[config.mk]
export PLATFORM = sky130hd
export DESIGN_NAME = width_packer
export DESIGN_NICKNAME = d
export VERILOG_FILES = /design/src/rtl/packer_pkg.sv /design/src/rtl/width_packer_out_slice.sv /design/src/rtl/width_packer.sv
export SDC_FILE = /design/constraint.sdc
export NUM_CORES = 1
export LEC_CHECK = 0
export ABC_CLOCK_PERIOD_IN_PS = 5800
export CAP_MARGIN = 25
export CELL_PAD_IN_SITES_DETAIL_PLACEMENT = 1
export CELL_PAD_IN_SITES_GLOBAL_PLACEMENT = 1
export CORE_MARGIN = 1.5
export CORE_UTILIZATION = 30
export CTS_CLUSTER_DIAMETER = 60
export CTS_CLUSTER_SIZE = 40
export DETAILED_ROUTE_END_ITERATION = 6
export GPL_ROUTABILITY_DRIVEN = 0
export PLACE_DENSITY_LB_ADDON = 0.1
export REMOVE_ABC_BUFFERS = 1
export SLEW_MARGIN = 20
export SYNTH_ARGS = -nofsm -noshare
export SYNTH_HDL_FRONTEND = slang
export SYNTH_HIERARCHICAL = 1
export SYNTH_SLANG_ARGS = --single-unit
[constraint.sdc]
create_clock -name clk -period 5.8 [get_ports clk]
set_clock_uncertainty 0.15 [all_clocks]
set_input_delay 1.45 -clock clk [delete_from_list [all_inputs] [get_ports clk]]
set_output_delay 1.45 -clock clk [all_outputs]
set_load 0.01 [all_outputs]
[src/rtl/packer_pkg.sv]
// Shared types and helpers for the width_packer block.
package packer_pkg;

  localparam int unsigned PACKER_IN_WIDTH = 8;
  localparam int unsigned PACKER_RATIO    = 4;

  // Width of the lane counter for a given lanes-per-word ratio.
  function automatic int unsigned cnt_width(input int unsigned ratio);
    return (ratio < 2) ? 1 : $clog2(ratio);
  endfunction

  // Output word bundle carried through the output holding register.
  typedef struct packed {
    logic [PACKER_IN_WIDTH*PACKER_RATIO-1:0] data;
    logic [PACKER_RATIO-1:0]                 keep;
    logic                                    last;
  } out_word_t;

endpackage

[src/rtl/width_packer_out_slice.sv]
// Single-entry valid/ready holding register for the packed output word.
module out_slice
  import packer_pkg::*;
(
  input  logic      clk,
  input  logic      reset,
  input  logic      load_c,
  input  out_word_t word_in,
  input  logic      out_rdy,
  output logic      out_val,
  output out_word_t word_out
);

  // Load a new word, drain on ready, otherwise hold.
  always_ff @(posedge clk or posedge reset) begin
    if (reset) begin
      out_val  <= 1'b0;
      word_out <= '0;
    end else if (load_c) begin
      out_val  <= 1'b1;
      word_out <= word_in;
    end else if (out_rdy) begin
      out_val  <= 1'b0;
    end
  end

endmodule

[src/rtl/width_packer.sv]
// Packs RATIO narrow beats into one wide word with per-lane keep and last.
// Optional idle flush of partial words: define PACKER_IDLE_FLUSH_EN.
// Bundle widths follow the packer_pkg defaults for IN_WIDTH and RATIO.
module width_packer
  import packer_pkg::*;
#(
  parameter int unsigned IN_WIDTH    = PACKER_IN_WIDTH,
  parameter int unsigned RATIO       = PACKER_RATIO,
  parameter int unsigned IDLE_CYCLES = 16
) (
  input  logic                      clk,
  input  logic                      reset,
  input  logic [IN_WIDTH-1:0]       data_in,
  input  logic                      data_in_val,
  input  logic                      data_in_last,
  output logic                      data_in_rdy,
  output logic [IN_WIDTH*RATIO-1:0] data_out,
  output logic [RATIO-1:0]          data_out_keep,
  output logic                      data_out_last,
  output logic                      data_out_val,
  input  logic                      data_out_rdy
);

  localparam int unsigned CW = cnt_width(RATIO);
  localparam int unsigned WW = IN_WIDTH * RATIO;

  logic [WW-1:0]    acc_q, acc_d;
  logic [RATIO-1:0] keep_q, keep_d;
  logic [CW-1:0]    cnt_q, cnt_d;
  logic             pend_q, pend_d;
  logic             pend_last_q, pend_last_d;

  logic             accept_c;
  logic             out_free_c;
  logic             complete_c;
  logic             flush_c;
  logic             load_c;
  logic [WW-1:0]    beat_data_c;
  logic [RATIO-1:0] beat_keep_c;
  out_word_t        load_word_c;
  out_word_t        out_word;

  // Input is blocked only while a finished word waits for the output register.
  assign data_in_rdy = !pend_q && !reset;
  assign accept_c    = data_in_val && data_in_rdy;
  assign out_free_c  = !data_out_val || data_out_rdy;
  assign complete_c  = accept_c && ((cnt_q == CW'(RATIO - 1)) || data_in_last);

  // Accumulator image with the incoming beat written into lane cnt.
  always_comb begin
    beat_data_c = acc_q;
    beat_keep_c = keep_q;
    for (int unsigned k = 0; k < RATIO; k++) begin
      if (cnt_q == CW'(k)) begin
        beat_data_c[k*IN_WIDTH +: IN_WIDTH] = data_in;
        beat_keep_c[k]                      = 1'b1;
      end
    end
  end

`ifdef PACKER_IDLE_FLUSH_EN
  localparam int unsigned IW = $clog2(IDLE_CYCLES + 1);

  logic [IW-1:0] idle_q, idle_d;

  // Idle counter: cleared by any accepted beat, counts while a partial word sits.
  always_comb begin
    idle_d  = idle_q;
    flush_c = 1'b0;
    if (accept_c) begin
      idle_d = '0;
    end else if ((cnt_q != '0) && !pend_q) begin
      if (idle_q == IW'(IDLE_CYCLES)) begin
        flush_c = 1'b1;
      end else begin
        idle_d = idle_q + IW'(1);
      end
    end
  end

  // Idle counter register.
  always_ff @(posedge clk or posedge reset) begin
    if (reset) begin
      idle_q <= '0;
    end else begin
      idle_q <= idle_d;
    end
  end
`else
  assign flush_c = 1'b0;
`endif

  // Next-state for accumulator, lane count and pending word; selects output load.
  always_comb begin
    acc_d            = acc_q;
    keep_d           = keep_q;
    cnt_d            = cnt_q;
    pend_d           = pend_q;
    pend_last_d      = pend_last_q;
    load_c           = 1'b0;
    load_word_c.data = acc_q;
    load_word_c.keep = keep_q;
    load_word_c.last = pend_last_q;

    if (pend_q) begin
      if (data_out_rdy) begin
        load_c      = 1'b1;
        acc_d       = '0;
        keep_d      = '0;
        cnt_d       = '0;
        pend_d      = 1'b0;
        pend_last_d = 1'b0;
      end
    end else if (complete_c || flush_c) begin
      if (complete_c) begin
        load_word_c.data = beat_data_c;
        load_word_c.keep = beat_keep_c;
        load_word_c.last = data_in_last;
      end else begin
        load_word_c.last = 1'b0;
      end
      if (out_free_c) begin
        load_c = 1'b1;
        acc_d  = '0;
        keep_d = '0;
        cnt_d  = '0;
      end else begin
        acc_d       = load_word_c.data;
        keep_d      = load_word_c.keep;
        pend_d      = 1'b1;
        pend_last_d = load_word_c.last;
      end
    end else if (accept_c) begin
      acc_d  = beat_data_c;
      keep_d = beat_keep_c;
      cnt_d  = cnt_q + CW'(1);
    end
  end

  // Accumulator state registers.
  always_ff @(posedge clk or posedge reset) begin
    if (reset) begin
      acc_q       <= '0;
      keep_q      <= '0;
      cnt_q       <= '0;
      pend_q      <= 1'b0;
      pend_last_q <= 1'b0;
    end else begin
      acc_q       <= acc_d;
      keep_q      <= keep_d;
      cnt_q       <= cnt_d;
      pend_q      <= pend_d;
      pend_last_q <= pend_last_d;
    end
  end

  out_slice u_out_slice (
    .clk      (clk),
    .reset    (reset),
    .load_c   (load_c),
    .word_in  (load_word_c),
    .out_rdy  (data_out_rdy),
    .out_val  (data_out_val),
    .word_out (out_word)
  );

  assign data_out      = out_word.data;
  assign data_out_keep = out_word.keep;
  assign data_out_last = out_word.last;

endmodule

Yosys cells after proc, flatten, opt, wreduce, memory -nomap -nowiden:

Index checks and enable logic that the tools add are counted.

* add/subtract/negate cells: 1
* equal/unequal tests: 6
* muxes and demuxes: 38
* reductions and logical operators: 15

Operators by type and width (count)
* $mux 32: 5
* $mux 37: 2
* $mux 8: 4
* $mux 4: 5
* $mux 1: 17
* $mux 2: 5
* $reduce_and 3->1: 2
* $eq 2x2->1 const B: 2
* $ne 2x2->1 const B: 2
* $reduce_bool 2->1: 2
* $logic_and 1x1->1: 3
* $logic_not 1->1: 3
* $ne 3x3->1 const B: 1
* $reduce_bool 3->1: 1
* $add 2x1->2 const B: 1
* $eq 2x1->1 const B: 1
* $logic_not 2->1: 1
* $logic_or 1x1->1: 2
* $reduce_and 2->1: 1

* register bits: 78
* bits of input ports: 13
* output and inout port bits: 39
* logic and storage cells: 69

Logic depth before layout (Yosys ltp):

Gate-level depths: netlist of run 1.

* depth in word-level cells: 7
* gate-level depth with buffers: 7

Modules after synthesis:

The synthesis of run 1 kept the hierarchy.

By module, submodules not included
* width_packer: times used 1, cells an instance 174, area an instance 2179.6 um^2, sequential area each 1001.0 um^2
* out_slice: times used 1, cells an instance 82, area an instance 1492.7 um^2, sequential area each 950.9 um^2

Worst setup path before layout of run 1:

No wires, ideal clock.

* kind: input port to flip-flop
* from: input reset
* to: register u_out_slice/word_out[23] (netlist bit)
* setup time: 0.125 ns
* arrival time: 2.960 ns
* slack: 2.565 ns
* stages on the path: 7
* path through: nor3b_1 buf_2 nand2_1 o21ai_1 buf_6 buf_6 mux2_4

* cells in the longest elaborated chain, start to end: 6
* elaborated cells on any way between the ends: 8
* those cells by class: mux: 4; reduce/logical: 4

Ends and longest elaborated chain
* start: declaration: RTL line width_packer.sv:12 `input logic reset,`
* $logic_not 1->1 (no source line)
* $logic_and 1x1->1: RTL line width_packer.sv:44 `assign data_in_rdy = !pend_q && !reset;`
* $logic_and 1x1->1: RTL line width_packer.sv:45 `assign accept_c = data_in_val && data_in_rdy;`
* $logic_and 1x1->1: RTL line width_packer.sv:47 `assign complete_c = accept_c && ((cnt_q == CW'(RATIO - 1)) || data_in_last);`
* $mux 1: RTL line width_packer.sv:114 `end else if (complete_c || flush_c) begin`
* $mux 1: RTL line width_packer.sv:105 `if (pend_q) begin`
* named net load_c: RTL line width_packer.sv:37 `logic load_c;`
* end signal: assignment: RTL line width_packer_out_slice.sv:21 `word_out <= word_in;`
* end: declaration: RTL line width_packer_out_slice.sv:11 `output out_word_t word_out`

The timed path passes the listed nets, and every way through them passes these cells.
A chain may end at the register's enable or synchronous reset.

Worst setup path in the final report of run 1:

* from: input reset
* to: output data_in_rdy

* cells in the longest elaborated chain, start to end: 2

Ends and longest elaborated chain
* $logic_not 1->1 (no source line)
* $logic_and 1x1->1: RTL line width_packer.sv:44
* end: declaration: RTL line width_packer.sv:16 `output logic data_in_rdy,`

No other way between the ends.

==> results of run 1 <==
## sequential cells by signal, summed over array words and instances (netlist names)
name / cells
u_out_slice/out_val: 1
pend_last_q: 1
cnt_q: 2
pend_q: 1
u_out_slice/word_out: 37
keep_q: 4
acc_q: 32
## placed cells by master, fill, tap and decap left out
cell type,synthesis,final
o21ai_4,0,1
nand2_1,6,6
mux2_2,49,49
clkinv_2,0,1
clkbuf_8,0,2
nor3b_1,1,1
a32o_1,33,33
ha_1,8,8
inv_1,5,5
dfrtp_1,78,78
nand2_4,7,7
a22o_1,2,2
o21ai_1,2,1
clkbuf_16,0,9
nor2_8,1,1
o21ai_0,7,7
or3b_4,1,1
o21ai_2,1,1
o21a_1,1,1
nor2_2,1,1
clkinvlp_4,0,1
buf_4,2,5
a21o_1,1,1
nor2_1,6,6
nor2b_1,1,1
bufinv_16,0,1
clkbuf_1,0,2
a31o_2,1,1
or2_2,1,1
nand2b_1,4,4
a21oi_1,6,6
mux2_4,19,19
clkdlybuf4s50_1,0,51
mux2_1,1,1
o31ai_1,1,1
## cell type report
cell class / count / share of cell area, %
Clock buffer: 13 / 5.62
Clock inverter: 3 / 0.918
Inverter: 5 / 0.405
Multi-Input combinational cell: 161 / 35.2
Sequential cell: 78 / 42.1
Tap cell: 147 / 3.97
Timing Repair Buffer: 56 / 11.8
## per-stage QoR
step	utilization (%)	instances
6_report	38.7	463
3_3_place_gp	36.2	447
2_1_floorplan	-	244
3_5_place_dp	36.2	447
5_1_grt	38.7	463
4_1_cts	38.7	463
## per-layer routing
metal,share of wire (%),wire length [um],track usage [%],vias up
met3,3.8,318,3.72,7
met4,1.3,106,5.00,0
met1,50,4150,20.1,1203
li1,-,-,-,1077
met5,0,0,0,-
met2,45,3750,20.7,42
## kinds of logic (layout without fill, tap and decap cells)
family / count (synthesis) / in the layout / synth area share (%)
AO/OA/AOI/OAI: 55 / 55 / 12.6
adder cells (fa/ha/maj): 8 / 8 / 2.73
buffers and inverters: 17 / 77 / 2.79
flip-flops: 78 / 78 / 53.2
multiplexers: 69 / 69 / 23.1
AND/OR/NAND/NOR: 29 / 29 / 5.62
## worst max path at each step
stage / to / slack [ps] / cells past startpoint
after global placement: data_in_rdy / 1620 / 3
after detailed placement: data_in_rdy / 1600 / 3
after floorplan: u_out_slice/word_out[0]$_DFFE_PP0P_ / 380 / 4
after global routing: data_in_rdy / 1550 / 3
after CTS: data_in_rdy / 1590 / 3
final: data_in_rdy / 1610 / 3
## report_power, final
group,internal (mW),switching (mW)
logic,0.241,0.185
clock network,0.356,0.218
registers,0.642,0.0558
## worst reg2reg max path: cells and delay by family, from the launching register on
kind,cells,cell delay (ps)
adder cells (fa/ha/maj),1,390
buffers and inverters,1,530
multiplexers,1,420
AND/OR/NAND/NOR,2,300
AO/OA/AOI/OAI,1,400
flip-flops,1,490
## Yosys cell counts, types with 5 or more instances
cell / number / area [um2]
nand2_4: 7 / 78.8
nand2_1: 6 / 22.5
a21oi_1: 6 / 30.0
mux2_2: 49 / 552
o21ai_0: 7 / 35.0
nor2_1: 6 / 22.5
ha_1: 8 / 100
a32o_1: 33 / 330
inv_1: 5 / 18.8
buf_2: 6 / 30.0
mux2_4: 19 / 285
dfrtp_1: 78 / 1950
==> impl_metrics.env, run 1 <==
export IMPL_status="finished, final reports clean"
export IMPL_max_cap_violations=0
export IMPL_drtPass1Iterations=4
export IMPL_finalHoldViolCount=0
export IMPL_fp_dieW_um=114
export IMPL_wirelength_um=8320
export IMPL_crit_start="reset"
export IMPL_vias=2329
export IMPL_wl_per_cell_um=18.0
export IMPL_criticalPathCategory="in2out"
export IMPL_end_kind="output pin"
export IMPL_vias_per_cell=5.03
export IMPL_drtIter0Drc=55
export IMPL_cts_tree="yes"
export IMPL_cp_required_ps=4200
export IMPL_fmax_mhz=239
export IMPL_cts_made_buffers=9
export IMPL_grt_pass1_wl_um=13900
export IMPL_power_density_nw_per_um2=366
export IMPL_grt_max_degree=41
export IMPL_gr_total_overflow=0
export IMPL_start_util_pct=30.7
export IMPL_cts_resized=0
export IMPL_period_share_pct=72.3
export IMPL_worst_slack_ps=1610
export IMPL_setup_viol=0
export IMPL_min_period_ps=4190
export IMPL_cp_start_kind="primary input"
export IMPL_track_usage_pct=14.1
export IMPL_synth_area_um2=3670
export IMPL_hold_ws_ps=336
export IMPL_post_cts_buffers=0
export IMPL_final_antenna_net_count=0
export IMPL_synth_warnings=6
export IMPL_reg2reg_from="cnt_q[0]$_DFFE_PP0P_"
export IMPL_slowest_delay_ps=540
export IMPL_dp_slack_ps=1600
export IMPL_post_dp_hpwl_um=5450
export IMPL_final_layout_size_suffix_gt1_share_pct=32.0
export IMPL_slew_headroom_pct=58.4
export IMPL_crit_top_cell="clkdlybuf4s50_1"
export IMPL_hp_start="acc_q[16]$_DFFE_PP0P_"
export IMPL_hold_path_class="reg2reg"
export IMPL_cpMaxStageDelayCell="clkdlybuf4s50_1"
export IMPL_nFillCells=1224
export IMPL_cts_buffer_depth=2
export IMPL_cts_sinks=78
export IMPL_reg2regPathDepth=6
export IMPL_antenna_cells=0
export IMPL_vdd_ir_drop_worst_mv=0.142
export IMPL_synth_edf_count=0
export IMPL_clock_latency_ps=340
export IMPL_path_clk_slew_ps=60
export IMPL_hold_buffers=0
export IMPL_rrSetupSlack_ps=3010
export IMPL_core_area_um2=12000
export IMPL_htree_levels=3
export IMPL_holdPathStages=1
export IMPL_synth_flop_cell="dfrtp_1"
export IMPL_ys_seq_elements=78
export IMPL_r2r_end="u_out_slice/word_out[2]$_DFFE_PP0P_"
export IMPL_async_flop_share_pct=100
export IMPL_synthDistinctLibCells=30
export IMPL_ff_latch_area_um2=1950
export IMPL_hold_end="acc_q[16]$_DFFE_PP0P_"
export IMPL_slew_viol_final=0
export IMPL_die_h_um=114
export IMPL_clock_root_buffer="clkbuf_16"
export IMPL_finalPower_mw=1.70
export IMPL_rsz0062_at_grt="no"
export IMPL_multiInputGateArea_um2=1630
export IMPL_dpl_instance_area_um2=4330
export IMPL_ios=52
export IMPL_area_growth_pct=26.2
export IMPL_synthCells=256
export IMPL_antenna_found_initial=0
export IMPL_avgSynthCellArea_um2=14.3
export IMPL_rows=40
export IMPL_drc=0
export IMPL_yosysSeqAreaShare_pct=53.2
export IMPL_grt_pass1_vias=2550
export IMPL_layout_nets=332
export IMPL_path_cells="clkdlybuf4s50_1 > nor2_1 > clkdlybuf4s50_1"
export IMPL_worstPathArrival_ps=2590
export IMPL_final_area_um2=4630
export IMPL_worstMarginPinSlew_ps=617
export IMPL_crit_path_max_fanout=5
export IMPL_fin_tns_setup_ps=0
export IMPL_io_buffer_count=51
export IMPL_critical_path_top_delay_family="buffers and inverters"
export IMPL_leakagePower_nw=2.16
export IMPL_die_area_um2=12900
export IMPL_crit_buf_inv=2
No activity file was read; power rests on OpenSTA's default activity.
==> run 2, diff against run 1 <==
- ABC_CLOCK_PERIOD_IN_PS: 5800 -> 3800
- clock period: 5.8 -> 3.8 ns (I/O delays scaled with it)
==> run 2 against run 1 <==
Net effect: global-route usage is 0.23 points higher; count of clock-buffer cells in the layout stayed put; non-clock buffer count is 2 higher; cell area is 0.27% lower; clock power is 41% higher; critical path depth stayed put; sequential cell count stayed put; highest routed layer unchanged; first-iteration DRC count is 45% higher; worst hold slack worse by 1.3 ps.
==> impl_metrics.env, run 2 (synthesized netlist as in run 1, its figures left out) <==
export IMPL_htree_levels=3
export IMPL_hold_buffers=0
export IMPL_cts_resized=0
export IMPL_grt_max_degree=41
export IMPL_die_area_um2=12900
export IMPL_slowest_delay_ps=540
export IMPL_crit_buf_inv=2
export IMPL_grt_pass1_vias=2488
export IMPL_reg2reg_from="cnt_q[0]$_DFFE_PP0P_"
export IMPL_status="finished, final reports clean"
export IMPL_gr_total_overflow=0
export IMPL_most_common_layout_cells="dfrtp_1 (78), clkdlybuf4s50_1 (51), mux2_2 (49), a32o_1 (33), mux2_4 (19)"
export IMPL_crit_top_cell="clkdlybuf4s50_1"
export IMPL_slew_viol_final=0
export IMPL_fin_tns_setup_ps=0
export IMPL_period_share_pct=84.3
export IMPL_clock_root_buffer="clkbuf_16"
export IMPL_layout_nets=334
export IMPL_vdd_ir_drop_worst_mv=0.217
export IMPL_antenna_found_initial=0
export IMPL_hold_end="acc_q[14]$_DFFE_PP0P_"
export IMPL_criticalPathCategory="in2out"
export IMPL_antenna_cells=0
export IMPL_setup_viol=0
export IMPL_largest_reg_flops=37
export IMPL_cts_buffer_depth=2
export IMPL_fmax_mhz=312
export IMPL_rrSetupSlack_ps=1400
export IMPL_track_usage_pct=14.3
export IMPL_holdPathStages=1
export IMPL_power_density_nw_per_um2=546
export IMPL_rows=40
export IMPL_worstMarginPinSlew_ps=652
export IMPL_io_buffer_count=51
export IMPL_ios=52
export IMPL_largest_register="u_out_slice/word_out"
export IMPL_wirelength_um=8480
export IMPL_path_cells="clkdlybuf4s50_1 > nor2_1 > clkdlybuf4s50_1"
export IMPL_worstPathArrival_ps=2100
export IMPL_dpl_instance_area_um2=4350
export IMPL_hp_start="acc_q[14]$_DFFE_PP0P_"
export IMPL_min_period_ps=3200
export IMPL_max_cap_violations=0
export IMPL_nFillCells=1240
export IMPL_worst_slack_ps=598
export IMPL_start_util_pct=30.7
export IMPL_cp_required_ps=2700
export IMPL_drtIter0Drc=80
export IMPL_slew_headroom_pct=56.1
export IMPL_finalPower_mw=2.52
export IMPL_reg_largest_list="u_out_slice/word_out (37), acc_q (32), keep_q (4)"
export IMPL_critical_path_top_delay_family="buffers and inverters"
export IMPL_hold_ws_ps=335
export IMPL_final_common_cell="dfrtp_1"
export IMPL_reg2regPathDepth=6
export IMPL_post_cts_buffers=0
export IMPL_area_growth_pct=25.9
export IMPL_final_layout_size_suffix_gt1_share_pct=32.3
export IMPL_vias=2329
export IMPL_rsz0062_at_grt="no"
export IMPL_finalHoldViolCount=0
export IMPL_post_dp_hpwl_um=5460
export IMPL_instances_no_fill=463
export IMPL_drc=0
export IMPL_vias_per_cell=5.03
export IMPL_cts_made_buffers=9
export IMPL_leakagePower_nw=2.16
export IMPL_cts_tree="yes"
export IMPL_fin_util_pct=38.6
export IMPL_final_antenna_net_count=0
export IMPL_clock_latency_ps=340
export IMPL_die_h_um=114
export IMPL_crit_path_max_fanout=5
export IMPL_fp_dieW_um=114
export IMPL_final_area_um2=4620
export IMPL_hold_path_class="reg2reg"
export IMPL_placed_cells=449
export IMPL_wl_per_cell_um=18.3
export IMPL_cp_start_kind="primary input"
export IMPL_core_area_um2=12000
export IMPL_grt_pass1_wl_um=13900
export IMPL_path_clk_slew_ps=50
export IMPL_cpMaxStageDelayCell="clkdlybuf4s50_1"
export IMPL_drtPass1Iterations=4
export IMPL_end_kind="output pin"
export IMPL_r2r_end="u_out_slice/word_out[4]$_DFFE_PP0P_"
export IMPL_dp_slack_ps=584
export IMPL_cts_sinks=78
## run 2: cell count changes in the layout (fill, tap and decap cells not counted), sizes merged
cell      previous run  this run
buf                  5         7
bufinv               1         0
clkinvlp             1         0
## run 2: cell type report
cell class	instances	area [um2]	area share [%]
flip-flops and latches	78	1950	42.2
multi-input cells	161	1630	35.2
repair buffers	58	563	12.2
clock buffers	13	270	5.85
well taps	147	184	3.98
inverters	5	18.8	0.406
clock inverters	1	5.00	0.108
## run 2: worst register-to-register path, stage by stage (launching register included)
cell and delay (ps):
dfrtp_1 480, ha_1 370, or2_2 200, nand2_1 110, o21ai_4 160, buf_4 420
mux2_2 410
## run 2: report_power, final
group | internal (mW) | switching, mW
sequential | 0.980 | 0.0872
combinational | 0.368 | 0.278
clock | 0.488 | 0.321
## run 2: worst max path at each step
stage           from                                    to  slack, ps  cells after the start
2_1_floorplan  reset   u_out_slice/word_out[0]$_DFFE_PP0P_      -1120                      4
3_3_place_gp   reset                  acc_q[8]$_DFFE_PP0P_        590                      6
3_5_place_dp   reset  u_out_slice/word_out[29]$_DFFE_PP0P_        580                      6
4_1_cts        reset                           data_in_rdy        590                      3
5_1_grt        reset                           data_in_rdy        540                      3
6_report       reset                           data_in_rdy        600                      3
## run 2: layer usage
| metal | up-vias | track usage, % | part of all wire, % |
|---|---|---|---|
| met4 | 0 | 5.50 | 1.5 |
| met5 | - | 0 | 0 |
| li1 | 1087 | - | - |
| met1 | 1192 | 20.8 | 50 |
| met2 | 44 | 20.4 | 44 |
| met3 | 6 | 3.72 | 3.8 |
==> run 3, diff against run 2 <==
- ABC_CLOCK_PERIOD_IN_PS: 3800 -> 2920
- clock period: 3.8 -> 2.92 ns (I/O delays scaled with it)
==> run 3 against run 2 <==
Net effect: global-route usage is 0.35 points lower; sequential share of layout area is 1.3 points lower; sequential power increased by 29%; count of clock-buffer cells in the layout did not move; sequential cell count stayed put; first-iteration DRC count is 6.3% lower; critical path depth unchanged; total power grew 40%; critical endpoint unchanged.
==> impl_metrics.env, run 3 (synthesized netlist as in run 1, its figures left out) <==
export IMPL_status="finished, final reports clean"
export IMPL_grt_pass1_wl_um=13700
export IMPL_finalHoldViolCount=0
export IMPL_drtPass1Iterations=4
export IMPL_period_share_pct=95.2
export IMPL_final_area_um2=4770
export IMPL_fmax_mhz=360
export IMPL_ios=52
export IMPL_most_common_layout_cells="dfrtp_1 (78), clkdlybuf4s50_1 (51), mux2_2 (49), a32o_1 (33), mux2_4 (19)"
export IMPL_drc=0
export IMPL_dpl_instance_area_um2=4420
export IMPL_cts_sinks=78
export IMPL_hold_path_class="reg2reg"
export IMPL_vdd_ir_drop_worst_mv=0.305
export IMPL_cp_start_kind="primary input"
export IMPL_wirelength_um=8140
export IMPL_end_kind="output pin"
export IMPL_slew_headroom_pct=56.0
export IMPL_core_area_um2=12000
export IMPL_rows=40
export IMPL_placed_cells=455
export IMPL_start_util_pct=30.7
export IMPL_htree_levels=3
export IMPL_largest_register="u_out_slice/word_out"
export IMPL_cts_buffer_depth=2
export IMPL_cts_resized=0
export IMPL_track_usage_pct=14.0
export IMPL_instances_no_fill=471
export IMPL_area_growth_pct=29.8
export IMPL_die_h_um=114
export IMPL_clock_root_buffer="clkbuf_16"
export IMPL_final_layout_size_suffix_gt1_share_pct=33.6
export IMPL_largest_reg_flops=37
export IMPL_hold_ws_ps=335
export IMPL_leakagePower_nw=2.23
export IMPL_power_density_nw_per_um2=743
export IMPL_reg_largest_list="u_out_slice/word_out (37), acc_q (32), keep_q (4)"
export IMPL_gr_total_overflow=0
export IMPL_antenna_cells=0
export IMPL_min_period_ps=2780
export IMPL_fin_util_pct=39.9
export IMPL_grt_pass1_vias=2528
export IMPL_final_antenna_net_count=0
export IMPL_vias_per_cell=4.96
export IMPL_cts_made_buffers=9
export IMPL_fin_tns_setup_ps=0
export IMPL_io_buffer_count=51
export IMPL_layout_nets=340
export IMPL_drtIter0Drc=75
export IMPL_cts_tree="yes"
export IMPL_crit_path_max_fanout=4
export IMPL_post_dp_hpwl_um=5520
export IMPL_clock_latency_ps=330
export IMPL_path_clk_slew_ps=60
export IMPL_worstPathArrival_ps=1900
export IMPL_wl_per_cell_um=17.3
export IMPL_max_cap_violations=0
export IMPL_rsz0062_at_grt="no"
export IMPL_post_cts_buffers=0
export IMPL_grt_max_degree=41
export IMPL_final_common_cell="dfrtp_1"
export IMPL_hold_buffers=0
export IMPL_antenna_found_initial=0
export IMPL_vias=2334
export IMPL_cp_required_ps=2040
export IMPL_slew_viol_final=0
export IMPL_setup_viol=0
export IMPL_fp_dieW_um=114
export IMPL_die_area_um2=12900
export IMPL_worstMarginPinSlew_ps=653
export IMPL_criticalPathCategory="in2out"
## run 3: cell types whose count changed in the layout (fill, tap and decap cells not counted), sizes merged
cell | before | now
bufinv | 0 | 3
clkinv | 1 | 0
buf | 7 | 13
## run 3: cell type report
type / count / area, um2
Timing Repair Buffer: 64 / 633
Clock inverter: 3 / 90.1
Inverter: 5 / 18.8
Fill cell: 1223 / 7190
Clock buffer: 13 / 260
Sequential cell: 78 / 1950
Multi-Input combinational cell: 161 / 1630
Tap cell: 147 / 184
## run 3: final timing paths
kind | from | end | slack [ps] | cells after the start
min reg2reg | acc_q[10]$_DFFE_PP0P_ | acc_q[10]$_DFFE_PP0P_ | 340 | 1
max in group asynchronous | reset | acc_q[18]$_DFFE_PP0P_ | 1330 | 4
max | reset | data_in_rdy | 140 | 3
min in group asynchronous | reset | u_out_slice/word_out[7]$_DFFE_PP0P_ | 910 | 4
min | acc_q[10]$_DFFE_PP0P_ | acc_q[10]$_DFFE_PP0P_ | 340 | 1
max reg2reg | cnt_q[0]$_DFFE_PP0P_ | u_out_slice/word_out[25]$_DFFE_PP0P_ | 560 | 7
## run 3: critical path: stages
cell	delay, ps
clkdlybuf4s50_1	480
nor2_1	150
clkdlybuf4s50_1	550
## run 3: through the flow
| step | power, mW | worst slack (ps) |
|---|---|---|
| floorplan | 1.87 | -1780 |
| global placement | 2.26 | -3.96 |
| detailed placement | 2.27 | -9.13 |
| CTS | 3.61 | 129 |
| global route | 3.75 | 86.2 |
| finish | 3.54 | 139 |
## run 3: report_power, final
part           switching (mW)  total, mW  leakage, nW  internal [mW]
clock                   0.424       1.31        0.170          0.883
combinational           0.366      0.856         1.01          0.490
sequential              0.106       1.38         1.06           1.27
total                   0.896       3.54         2.23           2.65
## run 3: metal layers
metal | GRT usage (%) | up-vias | share of wire (%)
met3 | 3.45 | 9 | 3.8
li1 | - | 1102 | -
met4 | 5.25 | 0 | 1.5
met5 | 0 | - | 0
met2 | 20.1 | 50 | 45
met1 | 20.3 | 1173 | 49
==> variant 1, RTL diff (settings of run 2) <==
`PACKER_RATIO`: 4 -> 8.
--- a/src/rtl/packer_pkg.sv
+++ b/src/rtl/packer_pkg.sv
@@ -2,7 +2,7 @@
 package packer_pkg;
 
   localparam int unsigned PACKER_IN_WIDTH = 8;
-  localparam int unsigned PACKER_RATIO    = 4;
+  localparam int unsigned PACKER_RATIO    = 8;
 
   // Width of the lane counter for a given lanes-per-word ratio.
   function automatic int unsigned cnt_width(input int unsigned ratio);
Ports: changed (resized data_out and data_out_keep); port bits go from 52 to 88. No check against the original RTL was run, so the function may have changed too.
==> variant 1 against run 2 <==
Synthesized area up 90%; sequential power up 81%; cell area up 91%; worst hold slack worse by 0.017 ns; setup slack worse by 0.10 ns; power up 86%; non-clock buffer count up 45; sequential share of layout area up 0.49 points; register-to-register slack worse by 0.44 ns; sequential cell count up 73; wire length up 100%; count of clock-buffer cells in the layout up 8; critical endpoint unchanged.
==> variant 1: results (changes against run 2) <==
outcome=complete, no violations (unchanged); largest net degree at the start of global routing=78 (was 41); flop2flop setup slack=0.96 ns (was 1.40 ns); Max H-tree Level=4 (was 3); I/O Buffers=87 (was 51); area fraction in compound gates after synthesis=11.1% (was 12.6%); post-DR wirelength/cell=20.0 um (was 18.3 um); 1st-iter DRT viols=158 (was 80); total track usage=15.6% (was 14.3%); Slew @ Worst Pin=0.953 ns (was 0.652 ns); Setup WS pre-CTS=0.354 ns (was 0.584 ns); first-pass GRT wire length=28.3 mm (was 13.9 mm); Area contributors post-synth=dfrtp_1 (54%), mux2_4 (13%), mux2_2 (12%), a22o_1 (8.3%), nor2_8 (2.0%) (was dfrtp_1 (53%), mux2_2 (15%), a32o_1 (9.0%), mux2_4 (7.8%), ha_1 (2.7%)); vias in the first global route=4722 (was 2488); post-synth cell types=31 (was 30); Hold Path Origin=keep_q[0]$_DFFE_PP0P_ (was acc_q[14]$_DFFE_PP0P_); layout net count=587 (was 334); LEAKAGE=4.26 nW (was 2.16 nW); worst skew pair latency=0.43 ns (was 0.34 ns); peak supply drop=0.304 mV (was 0.217 mV); Num CTS Buffers=17 (was 9); post-DP HPWL=11.1 mm (was 5.46 mm); post-synthesis mux area share=25.3% (was 23.1%); Hold Path Sink=keep_q[0]$_DFFE_PP0P_ (was acc_q[14]$_DFFE_PP0P_); Seq/Total Area, Yosys=54.1% (was 53.2%); CP arrival=2.20 ns (was 2.10 ns); fraction of layout cells with a size suffix above 1=37.3% (was 32.3%); routed via count=4220 (was 2329); synth cell count leaders=dfrtp_1 (151), mux2_2 (77), a22o_1 (66) (was dfrtp_1 (78), mux2_2 (49), a32o_1 (33)); Largest register FFs=73 (was 37); reg-to-reg endpoint=acc_q[18]$_DFFE_PP0P_ (was u_out_slice/word_out[4]$_DFFE_PP0P_)
[variant 1: changes by cell type after synthesis, sizes merged, moves of 6 or more]
cell,delta
inv,+6
clkbuf,+8
o211ai,+7
a21o,+8
a22o,+64
mux2,+68
a32o,-32
nor2,+10
or2,+7
dfrtp,+73
[variant 1: layer usage]
| layer | GRT usage (%) | routed length (um) |
|---|---|---|
| met1 | 21.5 | 8150 |
| met2 | 24.4 | 8210 |
| met3 | 3.36 | 718 |
| met4 | 5.44 | 232 |
| met5 | 0 | 0 |
[variant 1: power by group]
part / switching [W] / internal, W / total (W)
clock: 0.000669 / 0.00112 / 0.00179
combinational: 0.000411 / 0.000535 / 0.000946
sequential: 0.000129 / 0.00182 / 0.00194
total: 0.00121 / 0.00347 / 0.00468
[variant 1: cell type report]
cell class                 instances  area (sq um)  area share (%)
sequential                       151          3780            42.7
multi-input combinational        284          3020            34.1
timing repair buffer             103          1040            11.8
clock buffer                      21           460            5.21
tap                              285           357            4.03
clock inverter                     9           150            1.70
inverter                          11          43.8           0.495
[variant 1: through the flow]
stage                     total power, W  cells  setup TNS [ns]  hold WS, ns
after floorplan                  0.00250    446          -56.78        0.291
after global placement           0.00291    834               0        0.300
after detailed placement         0.00294    834               0        0.314
after CTS                        0.00477    864               0        0.328
after global routing             0.00492    864               0        0.345
final                            0.00468    864               0        0.318
[variant 1: worst max-delay path by stage]
| stage | depth (start not counted) | endpoint |
|---|---|---|
| after floorplan | 4 | u_out_slice/word_out[18]$_DFFE_PP0P_ |
| after global placement | 5 | acc_q[17]$_DFFE_PP0P_ |
| after detailed placement | 5 | acc_q[22]$_DFFE_PP0P_ |
| after CTS | 3 | data_in_rdy |
| after global routing | 3 | data_in_rdy |
| final | 3 | data_in_rdy |
==> variant 2, RTL diff (settings of run 2) <==
Without the edit above. Add a define of `PACKER_IDLE_FLUSH_EN`.
--- a/src/rtl/width_packer.sv
+++ b/src/rtl/width_packer.sv
@@ -1,6 +1,8 @@
 // Packs RATIO narrow beats into one wide word with per-lane keep and last.
 // Optional idle flush of partial words: define PACKER_IDLE_FLUSH_EN.
 // Bundle widths follow the packer_pkg defaults for IN_WIDTH and RATIO.
+`define PACKER_IDLE_FLUSH_EN
+
 module width_packer
   import packer_pkg::*;
 #(
Check against the original RTL: no difference found for any inputs over 4 cycles, from zero or initial values and one cycle with reset high; that may be too few to reach the edited logic, so the function may still have changed.
==> variant 2 against run 2 <==
Cell area grew 15%; die area grew 17%; critical endpoint unchanged; setup slack worse by 0.053 ns; core utilization decreased by 0.46 points; synthesized area increased by 18%; sequential power increased by 16%; maximum frequency fell by 1.6%; cell count is 28% higher; global-route usage rose by 1.8 points; wire length grew 33%; sequential cell count increased by 5; clock power grew 13%; power increased by 25%.
==> variant 2: results (changes against run 2) <==
Num CTS Buffers=9 (unchanged); Area contributors post-synth=dfrtp_1 (48%), mux2_2 (13%), mux2_4 (6.6%), a22o_1 (3.5%), nand4b_1 (3.2%) (was dfrtp_1 (53%), mux2_2 (15%), a32o_1 (9.0%), mux2_4 (7.8%), ha_1 (2.7%)); post-synth cell types=54 (was 30); outcome=complete, no violations (unchanged); worst skew pair latency=0.34 ns (about the same); Hold Path Origin=keep_q[3]$_DFFE_PP0P_ (was acc_q[14]$_DFFE_PP0P_); first-pass iteration count of the detailed router=4 (unchanged); 1st-iter DRT viols=132 (was 80); FFs w/ async S/R, synth=100% (unchanged); clock buffer depth=2 (unchanged); slowest stage cell on the critical path=clkdlybuf4s50_1 (unchanged); total track usage=16.2% (was 14.3%); Seq/Total Area, Yosys=48.1% (was 53.2%); Hold Path Class=flip-flop to flip-flop (unchanged); layout net count=428 (was 334); I/O Buffers=51 (unchanged); Hold Path Sink=keep_q[3]$_DFFE_PP0P_ (was acc_q[14]$_DFFE_PP0P_); CTS root buf=clkbuf_16 (unchanged); Cells after Synth=359 (was 256); Ys Warns=6 (unchanged); biggest regs=u_out_slice/word_out (37), acc_q (32), idle_q (5) (was u_out_slice/word_out (37), acc_q (32), keep_q (4)); slew margin rel.=55.5% (was 56.1%); Fmax=307 MHz (was 312 MHz); first-pass GRT wire length=18.2 mm (was 13.9 mm); # diodes=0 (unchanged); vias in the first global route=3243 (was 2488); critical-path maximum fanout=9 (was 5); depth of the worst register-to-register path=8 (was 6); post-DP HPWL=7.39 mm (was 5.46 mm); Max H-tree Level=3 (unchanged); Filler Cell Count=1491 (was 1240); r2r startpoint=cnt_q[0]$_DFFE_PP0P_ (unchanged); flop2flop setup slack=1.12 ns (was 1.40 ns); Most flops, register=u_out_slice/word_out (unchanged); Post-DP Area=5000 sq um (was 4350 sq um); CP arrival=2.15 ns (was 2.10 ns); LEAKAGE=2.35 nW (was 2.16 nW); largest net degree at the start of global routing=39 (was 41); max incr delay on CP=0.54 ns (about the same); post-DR wirelength/cell=19.0 um (was 18.3 um); fraction of layout cells with a size suffix above 1=26.8% (was 32.3%); reg-to-reg endpoint=u_out_slice/word_out[8]$_DFFE_PP0P_ (was u_out_slice/word_out[4]$_DFFE_PP0P_); Synth Flop Type=dfrtp_1 (unchanged); CTS resizes=0 (unchanged); initial antenna violation count=0 (unchanged); Placed Cells=578 (was 449); Setup WS pre-CTS=0.223 ns (was 0.584 ns); peak supply drop=0.193 mV (was 0.217 mV); synth cell count leaders=dfrtp_1 (83), mux2_2 (51), inv_1 (19), mux2_4 (19), nand3_1 (19) (was dfrtp_1 (78), mux2_2 (49), a32o_1 (33)); CTS clk-pin slew, worst paths=0.06 ns; hold path cells=1 (unchanged); Post-Route WL=11.3 mm (was 8.48 mm); via density per instance=5.14 (was 5.03)
## variant 2: cell count changes in the layout (fill, tap and decap cells not counted), moves of 4 or more
cell	change
a32o_1	-32
nand2_1	+9
nand2_4	-7
dfrtp_1	+5
nor3_1	+4
o21ai_0	-4
nor2_1	+5
a22o_1	+15
o211ai_1	+18
nand3_1	+19
inv_1	+13
nand4b_1	+16
## variant 2: kinds of logic (layout without fill, tap and decap cells)
| group | Yosys count | in the layout | share of synthesized area [%] |
|---|---|---|---|
| and+or+nand+nor | 92 | 92 | 12.7 |
| muxes | 71 | 71 | 20.2 |
| xor gates and xnor gates | 4 | 4 | 0.812 |
| buffers and inverters | 41 | 96 | 4.75 |
| AOI/OAI and AO/OA | 62 | 62 | 11.7 |
| adders and majority gates | 6 | 6 | 1.74 |
| DFF | 83 | 83 | 48.1 |
## variant 2: worst max path at each step
stage | from | to
6_report | reset | data_in_rdy
5_1_grt | reset | u_out_slice/word_out[36]$_DFFE_PP0P_
4_1_cts | reset | data_in_rdy
3_5_place_dp | reset | u_out_slice/word_out[31]$_DFFE_PP0P_
3_3_place_gp | reset | u_out_slice/word_out[36]$_DFFE_PP0P_
2_1_floorplan | reset | u_out_slice/word_out[14]$_DFFE_PP0P_
## variant 2: per-layer routing
metal | part of all wire [%] | global-route usage [%] | up-vias
met3 | 3.5 | 2.63 | 15
met4 | 1.9 | 6.47 | 0
li1 | - | - | 1418
met2 | 45 | 24.9 | 61
met5 | 0 | 0 | -
met1 | 49 | 22.7 | 1557
## variant 2: cell type report
cell class              instances  area share [%]
clock inverters                 3           0.847
flip-flops and latches         83            39.0
clock buffers                  13            5.08
multi-input cells             235            38.2
well taps                     180            4.23
inverters                      19            1.34
repair buffers                 61            11.2
## variant 2: power breakdown
group | internal [W] | switching [W] | total (W)
registers | 0.00110 | 0.000140 | 0.00124
logic | 0.000565 | 0.000432 | 0.000996
clock network | 0.000563 | 0.000355 | 0.000918
total | 0.00223 | 0.000927 | 0.00316
## variant 2: per-stage QoR
| step | total power [W] | setup TNS (ns) | utilization [%] | hold slack, ns |
|---|---|---|---|---|
| after detailed placement | 0.00227 | 0 | 35.9 | 0.313 |
| after floorplan | 0.00182 | -1.49 | - | 0.292 |
| final | 0.00316 | 0 | 38.2 | 0.332 |
| after global placement | 0.00225 | 0 | 35.9 | 0.309 |
| after CTS | 0.00321 | 0 | 38.2 | 0.335 |
| after global routing | 0.00335 | 0 | 38.2 | 0.364 |
## variant 2: critical path: cells and delay by family
family,cells,cell delay [ns]
AND/OR/NAND/NOR,1,0.14
buffers and inverters,2,1.06
